--- src/rtl/mux_scan_pkg.sv ---
// Shared types and constants for the 4-channel mux scan sequencer.
package mux_scan_pkg;

    localparam int NUM_CH = 4;
    localparam int SEL_W  = 2;

    typedef enum logic [1:0] {
        IDLE,
        SETTLE,
        DONE
    } scan_state_t;

endpackage

--- src/rtl/mux_scan_next_ch.sv ---
// Finds the lowest enabled channel strictly above cur_idx; cur_idx = -1 yields the first channel.
module mux_scan_next_ch
    import mux_scan_pkg::*;
(
    input  logic [NUM_CH-1:0]       mask,
    input  logic signed [SEL_W:0]   cur_idx,
    output logic [SEL_W-1:0]        next_sel,
    output logic                    found
);

    logic [NUM_CH-1:0] above;

    genvar gi;
    generate
        for (gi = 0; gi < NUM_CH; gi++) begin : g_above
            localparam logic signed [SEL_W:0] IDX = gi;
            assign above[gi] = mask[gi] && (cur_idx < IDX);
        end
    endgenerate

    // Descending walk so the lowest candidate is the one that sticks.
    always_comb begin
        next_sel = '0;
        found    = 1'b0;
        for (int i = NUM_CH - 1; i >= 0; i--) begin
            if (above[i]) begin
                next_sel = SEL_W'(i);
                found    = 1'b1;
            end
        end
    end

endmodule

--- src/rtl/mux_scan_sequencer.sv ---
// Scans the enabled mux channels in ascending order, dwelling DWELL cycles on each, then reports a sample word.
// Optional continuous rescanning is compiled in with MUX_SCAN_CONT_EN (adds the cont port).
module mux_scan_sequencer
    import mux_scan_pkg::*;
#(
    parameter int DWELL = 4,
    parameter int CNT_W = 8
) (
    input  logic              clk,
    input  logic              rst_n,
`ifdef MUX_SCAN_CONT_EN
    input  logic              cont,
`endif
    input  logic              start,
    input  logic [NUM_CH-1:0] enable_mask,
    input  logic              mux_o,
    output logic [SEL_W-1:0]  sel,
    output logic [NUM_CH-1:0] sample,
    output logic              valid,
    output logic              busy
);

    localparam logic [CNT_W-1:0] RELOAD = CNT_W'(DWELL - 1);

    scan_state_t       state_reg, state_next;
    logic [SEL_W-1:0]  sel_reg, sel_next;
    logic [CNT_W-1:0]  cnt_reg, cnt_next;
    logic [NUM_CH-1:0] mask_reg, mask_next;
    logic [NUM_CH-1:0] shadow_reg, shadow_next;
    logic [NUM_CH-1:0] sample_reg, sample_next;
    logic              valid_reg, valid_next;

    logic [SEL_W-1:0]  first_sel, adv_sel;
    logic              first_found, adv_found;
    logic              cont_req;
    logic              accept;
    logic              dwell_end;

`ifdef MUX_SCAN_CONT_EN
    assign cont_req = cont;
`else
    assign cont_req = 1'b0;
`endif

    mux_scan_next_ch u_first (
        .mask     (enable_mask),
        .cur_idx  ('1),
        .next_sel (first_sel),
        .found    (first_found)
    );

    mux_scan_next_ch u_adv (
        .mask     (mask_reg),
        .cur_idx  ({1'b0, sel_reg}),
        .next_sel (adv_sel),
        .found    (adv_found)
    );

    // The valid cycle still counts as busy, so a start there is ignored.
    assign accept    = start && !valid_reg;
    assign dwell_end = (cnt_reg == '0);

    always_ff @(posedge clk or negedge rst_n) begin
        if (!rst_n) begin
            state_reg <= IDLE;
        end else begin
            state_reg <= state_next;
        end
    end

    always_comb begin
        state_next = state_reg;
        case (state_reg)
            IDLE:    if (accept) state_next = first_found ? SETTLE : DONE;
            SETTLE:  if (dwell_end && !adv_found) state_next = DONE;
            DONE:    state_next = (cont_req && first_found) ? SETTLE : IDLE;
            default: state_next = IDLE;
        endcase
    end

    always_comb begin
        sel_next    = sel_reg;
        cnt_next    = cnt_reg;
        mask_next   = mask_reg;
        shadow_next = shadow_reg;
        sample_next = sample_reg;
        valid_next  = 1'b0;
        case (state_reg)
            IDLE: begin
                if (accept) begin
                    mask_next = enable_mask;
                    if (first_found) begin
                        sel_next = first_sel;
                        cnt_next = RELOAD;
                    end
                end
            end
            SETTLE: begin
                if (!dwell_end) begin
                    cnt_next = cnt_reg - CNT_W'(1);
                end else begin
                    shadow_next[sel_reg] = mux_o;
                    if (adv_found) begin
                        sel_next = adv_sel;
                        cnt_next = RELOAD;
                    end
                end
            end
            DONE: begin
                sample_next = shadow_reg & mask_reg;
                valid_next  = 1'b1;
                if (cont_req) begin
                    mask_next = enable_mask;
                    if (first_found) begin
                        sel_next = first_sel;
                        cnt_next = RELOAD;
                    end
                end
            end
            default: ;
        endcase
    end

    always_ff @(posedge clk or negedge rst_n) begin
        if (!rst_n) begin
            sel_reg    <= '0;
            cnt_reg    <= '0;
            mask_reg   <= '0;
            shadow_reg <= '0;
            sample_reg <= '0;
            valid_reg  <= 1'b0;
        end else begin
            sel_reg    <= sel_next;
            cnt_reg    <= cnt_next;
            mask_reg   <= mask_next;
            shadow_reg <= shadow_next;
            sample_reg <= sample_next;
            valid_reg  <= valid_next;
        end
    end

    assign sel    = sel_reg;
    assign sample = sample_reg;
    assign valid  = valid_reg;
    assign busy   = (state_reg != IDLE) || valid_reg;

endmodule

--- config.mk ---
export PLATFORM = sky130hd
export DESIGN_NAME = mux_scan_sequencer
export DESIGN_NICKNAME = d
export VERILOG_FILES = /design/src/rtl/mux_scan_pkg.sv /design/src/rtl/mux_scan_next_ch.sv /design/src/rtl/mux_scan_sequencer.sv
export SDC_FILE = /design/constraint.sdc
export NUM_CORES = 1
export LEC_CHECK = 0
export BUFFER_PORTS_ARGS = -buffer_cell sky130_fd_sc_hd__clkbuf_2
export CAP_MARGIN = 20
export CORE_ASPECT_RATIO = 0.6
export CORE_MARGIN = 2
export CORE_UTILIZATION = 40
export DETAILED_ROUTE_END_ITERATION = 7
export PLACE_DENSITY = 0.64
export SYNTH_ARGS = -nofsm -noshare
export SYNTH_HDL_FRONTEND = slang
export SYNTH_SLANG_ARGS = --single-unit
--- constraint.sdc ---
create_clock -name clk -period 2.6 [get_ports clk]
set_input_delay 0.39 -clock clk [delete_from_list [all_inputs] [get_ports clk]]
set_output_delay 0.39 -clock clk [all_outputs]
set_load 0.03 [all_outputs]
Yosys cells after proc, flatten, opt, wreduce, memory -nomap -nowiden. Index checks and enable logic that the tools add are counted.

Add/subtract/negate cells: 1. Equality and inequality tests: 8. Order comparisons: 6. Muxes and demuxes: 34. Bitwise gates (word level): 1. Reduce and logical (&&, ||, !) cells: 19.

Operators with widths (number): $mux W8 (4); $mux W2 (15); $pmux W8 S2 (1); $mux W1 (10); $ne A2 B2 Y1 const B (5); $logic_not A8 Y1 (1); $pmux W2 S2 (2); $sub A8 B1 Y8 const B (1); $logic_and A1 B1 Y1 (7); $reduce_and A2 Y1 (3); $reduce_and A5 Y1 (1); $and A4 B4 Y4 (1); $bwmux W4 (1); $lt A2 B1 Y1 const B (2); $lt A2 B2 Y1 const B (2); $reduce_and A4 Y1 (1); $reduce_bool A2 Y1 (2); $lt A2 B3 Y1 const B (1); $ne A3 B3 Y1 const B (1); $demux W1 S2 (1); $eq A2 B1 Y1 const B (1); $eq A2 B2 Y1 const B (1); $ge A2 B1 Y1 const B (1); $logic_not A1 Y1 (2); other kinds (2) (2).

Input port bits: 8. Output and inout port bits: 8. Word-level logic and storage cells: 76. Bits in registers: 25.

Logic depth before layout (Yosys ltp). Gate-level depths: netlist (run 1).

Depth in word-level cells: 10. Depth in mapped cells: 7. Depth with buffers taken out: 7.

Hierarchy. From an unflattened synthesis (run 1), not the netlist that was laid out.

Cell total of the unflattened synthesis: 144. Area total of the unflattened synthesis: 1418.9 µm².

Modules (own cells, without submodules): mux_scan_sequencer (seq. area each 625.6 µm², times used 1, area each 1223.7 µm², cells each 114); mux_scan_next_ch (seq. area each 0.0 µm², times used 2, area each 97.6 µm², cells each 15).

Least setup slack after synthesis (run 1). OpenSTA, ideal clock, no wires.

Kind: flip-flop to flip-flop. Start: register valid_reg (netlist: valid). End: register cnt_reg[1]. Arrival: 2063 ps. Buffers on the path: 0. Cell stages (with the launch flop): 7. Clock period less this slack: 2188 ps. Data required time: 2475 ps. Slack: 412 ps. Library setup time: 125 ps. Path through: dfrtp_1 > or3_1 > nor2_2 > nand2_1 > a31o_2 > inv_1 > mux2_2.

Longest elaborated chain between the ends: 4.

RTL lines: start, declared (line mux_scan_sequencer.sv:31) `logic valid_reg, valid_next;`; start signal, assigned (line mux_scan_sequencer.sv:138) `valid_reg <= valid_next;`; $logic_not A1 Y1 (line mux_scan_sequencer.sv:60) `assign accept = start && !valid_reg;`; $logic_and A1 B1 Y1 (line mux_scan_sequencer.sv:60); $ne A2 B2 Y1 (no source line); $reduce_and A4 Y1 (no source line); end signal, assigned (line mux_scan_sequencer.sv:134) `cnt_reg <= cnt_next;`; end, declared (line mux_scan_sequencer.sv:27) `logic [CNT_W-1:0] cnt_reg, cnt_next;`.

Every way passes these cells. A chain may end at the register's enable or synchronous reset.

Final worst setup path (run 1).
Start: register cnt_reg[0]. End: register shadow_reg[2].

Longest elaborated chain between the ends: 2.

RTL lines: $logic_not A8 Y1 (line mux_scan_sequencer.sv:61) `assign dwell_end = (cnt_reg == '0);`; $reduce_and A2 Y1 (no source line); end signal, assigned (line mux_scan_sequencer.sv:136) `shadow_reg <= shadow_next;`; end, declared (line mux_scan_sequencer.sv:29) `logic [NUM_CH-1:0] shadow_reg, shadow_next;`.

Every way passes these cells.

==> results.json, run 1 <==
{
  "overflow": 0,
  "crit_family": "simple AND/OR/NAND/NOR gates",
  "synth.avg_cell_area_sq_um": 10.07,
  "fp.dieW_microns": 76.42,
  "cts-resized-gates": 0,
  "largest_net_degree_at_the_start_of_global_routing": 26,
  "timing_worst_slew_pin_value_ps": 601.9,
  "synthesis.yosys.warnings": 0,
  "critical_path.max_fanout": 6,
  "netlist.area_leader.share": 0.4970,
  "cts-buffers-inserted": 3,
  "cts_setup_buffers": 0,
  "final.fill_count": 303,
  "die_area_sq_um": 3626,
  "flow.area_growth_from_synthesis_pct": 12.52,
  "design_power_total_mw": 1.634,
  "cp-end-kind": "flop",
  "layout_min_cycle_time_ps": 2229,
  "postSynth.topFlopCell": "dfrtp_1",
  "setup_repair_after_global_routing_missed_its_margin": "false",
  "post_cts_clock_slew_at_the_launch_and_capture_registers_of_the_worst_setup_and_hold_paths_ps": 80,
  "place.gp.congestion": 0.8441,
  "max_slew_margin": 0.5987,
  "htree_num_levels": 1,
  "syn_nets": 134,
  "run_status": "completed",
  "clock_insertion_delay_worst_skew_ps": 260,
  "viasPerCell": 5.220,
  "mostFrequentLayoutCells": "dfrtp_1 (25), clkbuf_2 (15), nand2_1 (14)",
  "floorplan.initialDensity": 0.4299,
  "crit_arrival_ps": 2380,
  "crit_cells": 7,
  "synth.area.top_cells": "dfrtp_1 (50%), mux2_2 (8.1%), nand2_1 (4.2%)",
  "core_rows": 15,
  "number_of_distinct_library_cell_variants_in_the_gate_level_netlist_after_synthesis": 35,
  "postRouteWirelength_microns": 2427,
  "worst-endpoint-required_ps": 2760,
  "tritoncts": "done",
  "largest_register_ff_count": 8,
  "final_common_cell": "dfrtp_1",
  "route.antenna.remaining_nets": 0,
  "cpPeakStageDelay_ps": 520,
  "finalWorstSetupSlack_ps": 370.9,
  "grt_antenna_before_repair": 0,
  "share_of_layout_cells_above_drive_strength_1": 0.2429,
  "peakVddDrop_mv": 0.5287,
  "io_buffers": 15,
  "cts.sinks": 25,
  "gr-usage-all-layers": 0.1459,
  "remaining_drc_errors": 0,
  "syn-instance-count": 125,
  "buf_inv_on_cp": 1,
  "place_worst_setup_slack_ps": 385.2,
  "static-leakage-power_nw": 0.6758,
  "tns_ps": 0,
  "power_density_nw_per_um2": 1154,
  "detailed_place.area_sq_um": 1371,
  "dp.final_hpwl_microns": 1870,
  "cts_buffer_depth": 2,
  "synth_edf_count": 0,
  "synth_area_sq_um": 1259,
  "critPathSlowestCell": "or4b_4",
  "cts_hold_buffers": 0,
  "drt_iter0_drc": 61,
  "path_depth_of_the_worst_reg2reg_path": 7,
  "yosysSeqAreaShare": 0.4970,
  "boundaryPins": 16,
  "post-route-period-util": 0.8574,
  "grt_pass1_wl_microns": 3939,
  "synth_top_cell_by_area": "dfrtp_1",
  "vias_in_the_first_global_route": 795,
  "worstSetupStartpointType": "flop",
  "finalSetupViolCount": 0,
  "async_reset_ff_frac": 1.000,
  "ws_path_type": "flop to flop",
  "wire_per_inst_microns": 13.34,
  "drt_first_pass_iters": 4,
  "ys_seq_elements": 25,
  "crit_path_cell_trace": "inv_1 > ha_1 > or4b_4 > nor2b_4 > nand2_4 > or3_1 > mux2_4",
  "finalNetCount": 150,
  "number_of_vias_in_the_routed_layout": 950,
  "maxClockFrequency_mhz": 448.6,
  "timing.hold.worst.class": "input pin to async pin",
  "max_cap_viol_count": 0,
  "n_antenna_cell": 0,
  "die_y_microns": 47.45,
  "skew_ps": 3.840,
  "design.core.area_sq_um": 2928,
  "fin_area_sq_um": 1416,
  "timing_hold_violations_final": 0,
  "cts_root_buf": "clkbuf_8",
  "slew_violations": 0
}
-- cells in the mapped netlist, types with 2 or more instances --
master and instances:
a31oi_1 2, dfrtp_1 25, inv_1 8, nand2_1 14
mux2i_1 2, nor2_1 8, nor3b_1 3, a21oi_1 9
clkbuf_1 4, mux2_2 9, nor3_1 7, a211o_1 2
or3_1 3, nand2b_1 3, o21ai_0 6
-- through the flow --
step / hold WS (ps) / instances / util
finish: 117.9 / 182 / 0.4838
floorplan: 94.41 / 125 / -
global route: 163.7 / 182 / 0.4838
CTS: 142.2 / 182 / 0.4838
detailed placement: 435.4 / 178 / 0.4684
global placement: 430.3 / 178 / 0.4684
-- report_power, final --
| part | internal (mW) | total (mW) | switching [mW] |
|---|---|---|---|
| registers | 0.539 | 0.713 | 0.173 |
| logic | 0.321 | 0.700 | 0.378 |
| clock network | 0.109 | 0.222 | 0.112 |
-- cell families (layout without fill, tap and decap cells) --
logic type | Yosys count | count (layout) | synth area share
buffers and inverters | 12 | 27 | 0.03578
multiplexers | 12 | 12 | 0.1083
adder cells (fa/ha/maj) | 1 | 1 | 0.009939
AND/OR/NAND/NOR | 46 | 46 | 0.1988
flip-flops | 25 | 25 | 0.4970
AO/OA/AOI/OAI | 29 | 29 | 0.1501
-- layout make-up --
class	instances	area, sq um	share of cell area
tap	42	52.55	0.03710
multi-input combinational	88	588.1	0.4152
clock buffer	4	45.04	0.03180
inverter	8	30.03	0.02120
sequential	25	625.6	0.4417
timing repair buffer	15	75.07	0.05300
-- layer usage --
metal	GRT usage	up-vias	share of wire
met5	0	-	0
met3	0.04340	2	0.057
met2	0.2000	22	0.39
met4	0.04364	0	0.0070
met1	0.2221	450	0.54
li1	-	476	-
-- worst paths after layout --
check / from / end / slack [ps]
max in group asynchronous: rst_n / sel[0]$_DFFE_PN0P_ / 2090
worst max-delay path: cnt_reg[0]$_DFFE_PN0P_ / shadow_reg[2]$_DFFE_PN0P_ / 370
worst min-delay path: rst_n / sample[1]$_DFFE_PN0P_ / 120
worst max register to register: cnt_reg[0]$_DFFE_PN0P_ / shadow_reg[2]$_DFFE_PN0P_ / 370
min in group clk: enable_mask[3] / mask_reg[3]$_DFFE_PN0P_ / 390
worst min register to register: sample[1]$_DFFE_PN0P_ / sample[1]$_DFFE_PN0P_ / 480
(Power assumes the default switching activity.)
==> run 2: changes to the inputs <==
- ABC_AREA: not set -> 1
- CAP_MARGIN: 20 -> 15
- GPL_ROUTABILITY_DRIVEN: not set -> 1
- PLACE_DENSITY: 0.64 -> 0.63
==> results.json, run 2 <==
{
  "grt_antenna_before_repair": 0,
  "vias_in_the_first_global_route": 1188,
  "die_y_microns": 49.17,
  "synth_edf_count": 0,
  "cp-startpoint": "cnt_reg[0]$_DFFE_PN0P_",
  "dp.final_hpwl_microns": 2261,
  "mostFrequentLayoutCells": "nand2_1 (51), dfrtp_1 (25), nand3_1 (18)",
  "syn_nets": 180,
  "htree_num_levels": 1,
  "buf_inv_on_cp": 2,
  "comb_power_share": 0.029,
  "io_buffers": 15,
  "wire_per_inst_microns": 13.29,
  "n_antenna_cell": 0,
  "final_common_cell": "nand2_1",
  "timing_hold_violations_final": 0,
  "post-route-period-util": 0.6619,
  "yosys.cell_count.top_type": "nand2_1",
  "design.core.area_sq_um": 3263,
  "postSynth.topFlopCell": "dfrtp_1",
  "cts_root_buf": "clkbuf_8",
  "gr-usage-all-layers": 0.1770,
  "syn-instance-count": 171,
  "number_of_distinct_library_cell_variants_in_the_gate_level_netlist_after_synthesis": 23,
  "fin_area_sq_um": 1526,
  "post_cts_clock_slew_at_the_launch_and_capture_registers_of_the_worst_setup_and_hold_paths_ps": 90,
  "static-leakage-power_nw": 0.7688,
  "ws_path_type": "flop to flop",
  "cts_hold_buffers": 0,
  "share_of_layout_cells_above_drive_strength_1": 0.2169,
  "grt_pass1_wl_microns": 5347,
  "critical_path.max_fanout": 11,
  "slew_violations": 0,
  "cts.sinks": 25,
  "cts_buffer_depth": 2,
  "internal-power_mw": 0.5010,
  "peakVddDrop_mv": 0.2911,
  "synth_area_sq_um": 1360,
  "switching_share": 0.2249,
  "layout_min_cycle_time_ps": 1721,
  "overflow": 0,
  "viasPerCell": 5.197,
  "crit_arrival_ps": 1900,
  "boundaryPins": 16,
  "netlist.area_leader.share": 0.4600,
  "cts-buffers-inserted": 3,
  "critPathSlowestCell": "dfrtp_1",
  "crit_family": "simple AND/OR/NAND/NOR gates",
  "place.gp.congestion": 0.8657,
  "fp.dieW_microns": 79.28,
  "drt_iter0_drc": 48,
  "floorplan.initialDensity": 0.4168,
  "cts_setup_buffers": 0,
  "synth_top_cell_by_area": "dfrtp_1",
  "tns_ps": 0,
  "timing_worst_slew_pin_value_ps": 643.0,
  "synth.avg_cell_area_sq_um": 7.954,
  "detailed_place.area_sq_um": 1480,
  "core_rows": 16,
  "number_of_vias_in_the_routed_layout": 1216,
  "largest_register_ff_count": 8,
  "postRouteWirelength_microns": 3110,
  "timing.hold.worst.class": "input pin to async pin",
  "largest_net_degree_at_the_start_of_global_routing": 26,
  "worstSetupStartpointType": "flop",
  "crit_path_cell_trace": "inv_1 > ha_1 > nand2_2 > nor2_4 > nand2_2 > nand2_2 > inv_1 > o21ai_1 > nand2_1",
  "worst-endpoint-required_ps": 2770,
  "run_status": "completed",
  "remaining_drc_errors": 0,
  "route.antenna.remaining_nets": 0,
  "finalNetCount": 199,
  "max_cap_viol_count": 0,
  "setup_repair_after_global_routing_missed_its_margin": "false",
  "die_area_sq_um": 3898,
  "critical_path.most_common_cell": "nand2_2",
  "synthesis.yosys.warnings": 0,
  "hold_ws_ps": 119.6,
  "netlist_top_cells_count": "nand2_1 (51), dfrtp_1 (25), nand3_1 (18)",
  "cts-resized-gates": 0,
  "p_sw_mw": 0.1453,
  "power_density_nw_per_um2": 423.4,
  "worstReg2RegStart": "cnt_reg[0]$_DFFE_PN0P_",
  "flow.area_growth_from_synthesis_pct": 12.24,
  "tritoncts": "done",
  "drt_first_pass_iters": 4,
  "cpPeakStageDelay_ps": 420,
  "clock_insertion_delay_worst_skew_ps": 280,
  "ys_seq_elements": 25,
  "cp-end-kind": "flop",
  "max_slew_margin": 0.5714,
  "finalSetupViolCount": 0,
  "synth.area.top_cells": "dfrtp_1 (46%), nand2_1 (14%), nand3_1 (6.6%)",
  "seqPwrFrac": 0.601,
  "clock_power_share": 0.370,
  "maxClockFrequency_mhz": 581.1,
  "yosysSeqAreaShare": 0.4600,
  "layout.core_utilization": 0.4678,
  "skew_ps": 4.741,
  "async_reset_ff_frac": 1.000
}
[run 2: cell types whose count changed after synthesis, sizes merged, moves of 4 or more]
cell,previous run,this run
nand2,15,59
nand3,0,22
nand4,1,14
inv,8,20
mux2,10,0
o21ai,6,16
a21oi,9,1
nor3,7,0
clkbuf,4,0
[run 2: logic make-up (layout without fill, tap and decap cells)]
| logic type | count (synthesis) | in the layout | synth area share |
|---|---|---|---|
| simple gates | 102 | 102 | 0.3790 |
| flops | 25 | 25 | 0.4600 |
| buf+inv | 23 | 41 | 0.07267 |
| compound gates | 19 | 19 | 0.07267 |
| fa+ha+maj | 1 | 1 | 0.009198 |
| xor+xnor | 1 | 1 | 0.006441 |
[run 2: path summary, 6_finish.rpt]
path / endpoint / slack [ps] / cells past startpoint
min: shadow_reg[1]$_DFFE_PN0P_ / 120 / 1
min reg2reg: mask_reg[0]$_DFFE_PN0P_ / 500 / 2
max: cnt_reg[4]$_DFFE_PN0P_ / 880 / 9
max in group asynchronous: shadow_reg[2]$_DFFE_PN0P_ / 2060 / 1
min in group clk: mask_reg[1]$_DFFE_PN0P_ / 380 / 3
max reg2reg: cnt_reg[4]$_DFFE_PN0P_ / 880 / 9
[run 2: final cells by class]
cell class	count	area, sq um
Timing Repair Buffer	15	75.07
Tap cell	45	56.30
Sequential cell	25	625.6
Clock inverter	1	5.005
Fill cell	327	1737
Inverter	22	87.58
Clock buffer	3	41.29
Multi-Input combinational cell	123	635.6
[run 2: worst reg2reg max path, cell delays in order, from the launching register on]
cell and delay (ps):
dfrtp_1 420, inv_1 110, ha_1 220, nand2_2 80, nor2_4 160, nand2_2 70, nand2_2 200, inv_1 180
o21ai_1 120, nand2_1 60
[run 2: power groups by stage]
stage	combinational, mW	clock, mW	sequential [mW]
floorplan	0.00385	0	0.396
global placement	0.0185	0	0.396
detailed placement	0.0193	0	0.396
CTS	0.0193	0.243	0.388
global route	0.0218	0.269	0.389
finish	0.0187	0.239	0.388
[run 2: per-stage QoR]
| stage | power (mW) | cells | setup WS [ps] |
|---|---|---|---|
| after floorplan | 0.4001 | 171 | 1195 |
| after global placement | 0.4147 | 230 | 992.3 |
| after detailed placement | 0.4155 | 230 | 904.9 |
| after CTS | 0.6513 | 234 | 907.4 |
| after global routing | 0.6796 | 234 | 775.2 |
| final | 0.6464 | 234 | 879.2 |
[run 2: metal layers]
metal	track usage	share of wire	wire (microns)	vias up
met2	0.2556	0.42	1318	27
met1	0.2465	0.52	1626	579
li1	-	-	-	606
met4	0.06322	0.0068	21	0
met3	0.06111	0.046	143	4
met5	0	0	0	-
==> run 3: changes to the inputs <==
- clock period: 2.6 -> 1.67 ns (I/O delays scaled with it)
==> results.json, run 3 (synthesis results as in run 2) <==
{
  "run_status": "completed",
  "layout_min_cycle_time_ps": 1558,
  "mostFrequentLayoutCells": "nand2_1 (51), dfrtp_1 (25), nand3_1 (18)",
  "max_slew_margin": 0.5955,
  "drt_first_pass_iters": 4,
  "switching_share": 0.2099,
  "io_buffers": 15,
  "route.antenna.remaining_nets": 0,
  "n_antenna_cell": 0,
  "tns_ps": 0,
  "design.core.area_sq_um": 3263,
  "grt_antenna_before_repair": 0,
  "tritoncts": "done",
  "static-leakage-power_nw": 0.7791,
  "fp.dieW_microns": 79.28,
  "grt_pass1_wl_microns": 5202,
  "core_rows": 16,
  "final_common_cell": "nand2_1",
  "cts_buffer_depth": 2,
  "timing.hold.worst_path_depth": 3,
  "die_y_microns": 49.17,
  "max_cap_viol_count": 0,
  "largest_net_degree_at_the_start_of_global_routing": 26,
  "seqPwrFrac": 0.612,
  "layout.core_utilization": 0.4747,
  "power_density_nw_per_um2": 638.1,
  "cts.sinks": 25,
  "post-route-period-util": 0.9326,
  "number_of_vias_in_the_routed_layout": 1202,
  "comb_power_share": 0.030,
  "die_area_sq_um": 3898,
  "slew_violations": 0,
  "viasPerCell": 5.093,
  "finalSetupViolCount": 0,
  "flow.area_growth_from_synthesis_pct": 13.89,
  "postRouteWirelength_microns": 2992,
  "setup_repair_after_global_routing_missed_its_margin": "false",
  "gr-usage-all-layers": 0.1759,
  "place.gp.congestion": 0.9318,
  "vias_in_the_first_global_route": 1078,
  "crit_arrival_ps": 1770,
  "hold_ws_ps": 249.4,
  "finalNetCount": 201,
  "post_cts_clock_slew_at_the_launch_and_capture_registers_of_the_worst_setup_and_hold_paths_ps": 80,
  "cts_root_buf": "clkbuf_8",
  "overflow": 0,
  "floorplan.initialDensity": 0.4168,
  "timing_hold_violations_final": 0,
  "dp.cells": 231,
  "worst-endpoint-required_ps": 1880,
  "critical_path.max_fanout": 8,
  "final_cell_count_no_fill": 236,
  "remaining_drc_errors": 0,
  "p_sw_mw": 0.2075,
  "clock_insertion_delay_worst_skew_ps": 270,
  "boundaryPins": 16,
  "ws_path_type": "flop to flop",
  "internal-power_mw": 0.7809,
  "maxClockFrequency_mhz": 642.1,
  "share_of_layout_cells_above_drive_strength_1": 0.2251,
  "drt_iter0_drc": 90,
  "peakVddDrop_mv": 0.4871,
  "cp-end-kind": "flop",
  "worstSetupStartpointType": "flop",
  "timing.hold.worst.class": "input pin to flop",
  "wire_per_inst_microns": 12.68,
  "clock_power_share": 0.358,
  "dp.final_hpwl_microns": 2257,
  "design_power_total_mw": 0.9884,
  "htree_num_levels": 1,
  "largest_register_ff_count": 8,
  "skew_ps": 2.012,
  "cts-buffers-inserted": 3,
  "path_depth_of_the_worst_reg2reg_path": 9,
  "timing_worst_slew_pin_value_ps": 606.7
}
==> run 3: critical path, stage by stage (launching register included) <==
cell and delay (ps):
dfrtp_1 400, inv_1 100, ha_1 230, nand2_2 80
nor2_4 170, nand2_2 80, nand2_4 120, buf_4 150
nand4_1 90, nand2_1 80
==> run 3: final cells by class <==
class	instances	area [sq um]
Inverter	22	87.58
Multi-Input combinational cell	123	640.6
Timing Repair Buffer	17	92.59
Sequential cell	25	625.6
Fill cell	321	1714
Clock buffer	3	41.29
Clock inverter	1	5.005
Tap cell	45	56.30
==> run 3: power by group through the flow <==
stage / combinational (mW) / clock, mW / sequential [mW]
after floorplan: 0.00600 / 0 / 0.617
after global placement: 0.0288 / 0 / 0.617
after detailed placement: 0.0293 / 0 / 0.617
after CTS: 0.0313 / 0.374 / 0.605
after global routing: 0.0353 / 0.404 / 0.605
final: 0.0300 / 0.354 / 0.605
==> run 3: metal layers <==
layer | part of all wire | global-route usage
met3 | 0.077 | 0.04444
met4 | 0.0090 | 0.04598
met5 | 0 | 0
met1 | 0.50 | 0.2774
met2 | 0.41 | 0.2359
==> run 3: worst paths after layout <==
kind	slack, ps	end	start
max reg2reg	110	cnt_reg[0]$_DFFE_PN0P_	cnt_reg[0]$_DFFE_PN0P_
min reg2reg	510	mask_reg[0]$_DFFE_PN0P_	mask_reg[0]$_DFFE_PN0P_
min in group asynchronous	510	shadow_reg[1]$_DFFE_PN0P_	rst_n
max in group asynchronous	760	cnt_reg[1]$_DFFE_PN0P_	rst_n
max	110	cnt_reg[0]$_DFFE_PN0P_	cnt_reg[0]$_DFFE_PN0P_
min	250	mask_reg[2]$_DFFE_PN0P_	enable_mask[2]
==> run 3: through the flow <==
stage	setup slack [ps]	cell area (sq um)
floorplan	264.6	1360
global placement	134.2	1488
detailed placement	30.60	1488
CTS	18.50	1544
global route	0.01665	1549
finish	112.5	1549
==> run 3: what timing repair did <==
item / CTS / global route
setup buffers: 0 / 0
endpoints found under the setup margin: 0 / 9
resized for setup: 0 / 3
hold buffers: 1 / 0
hold endpoints to repair: 11 / 0
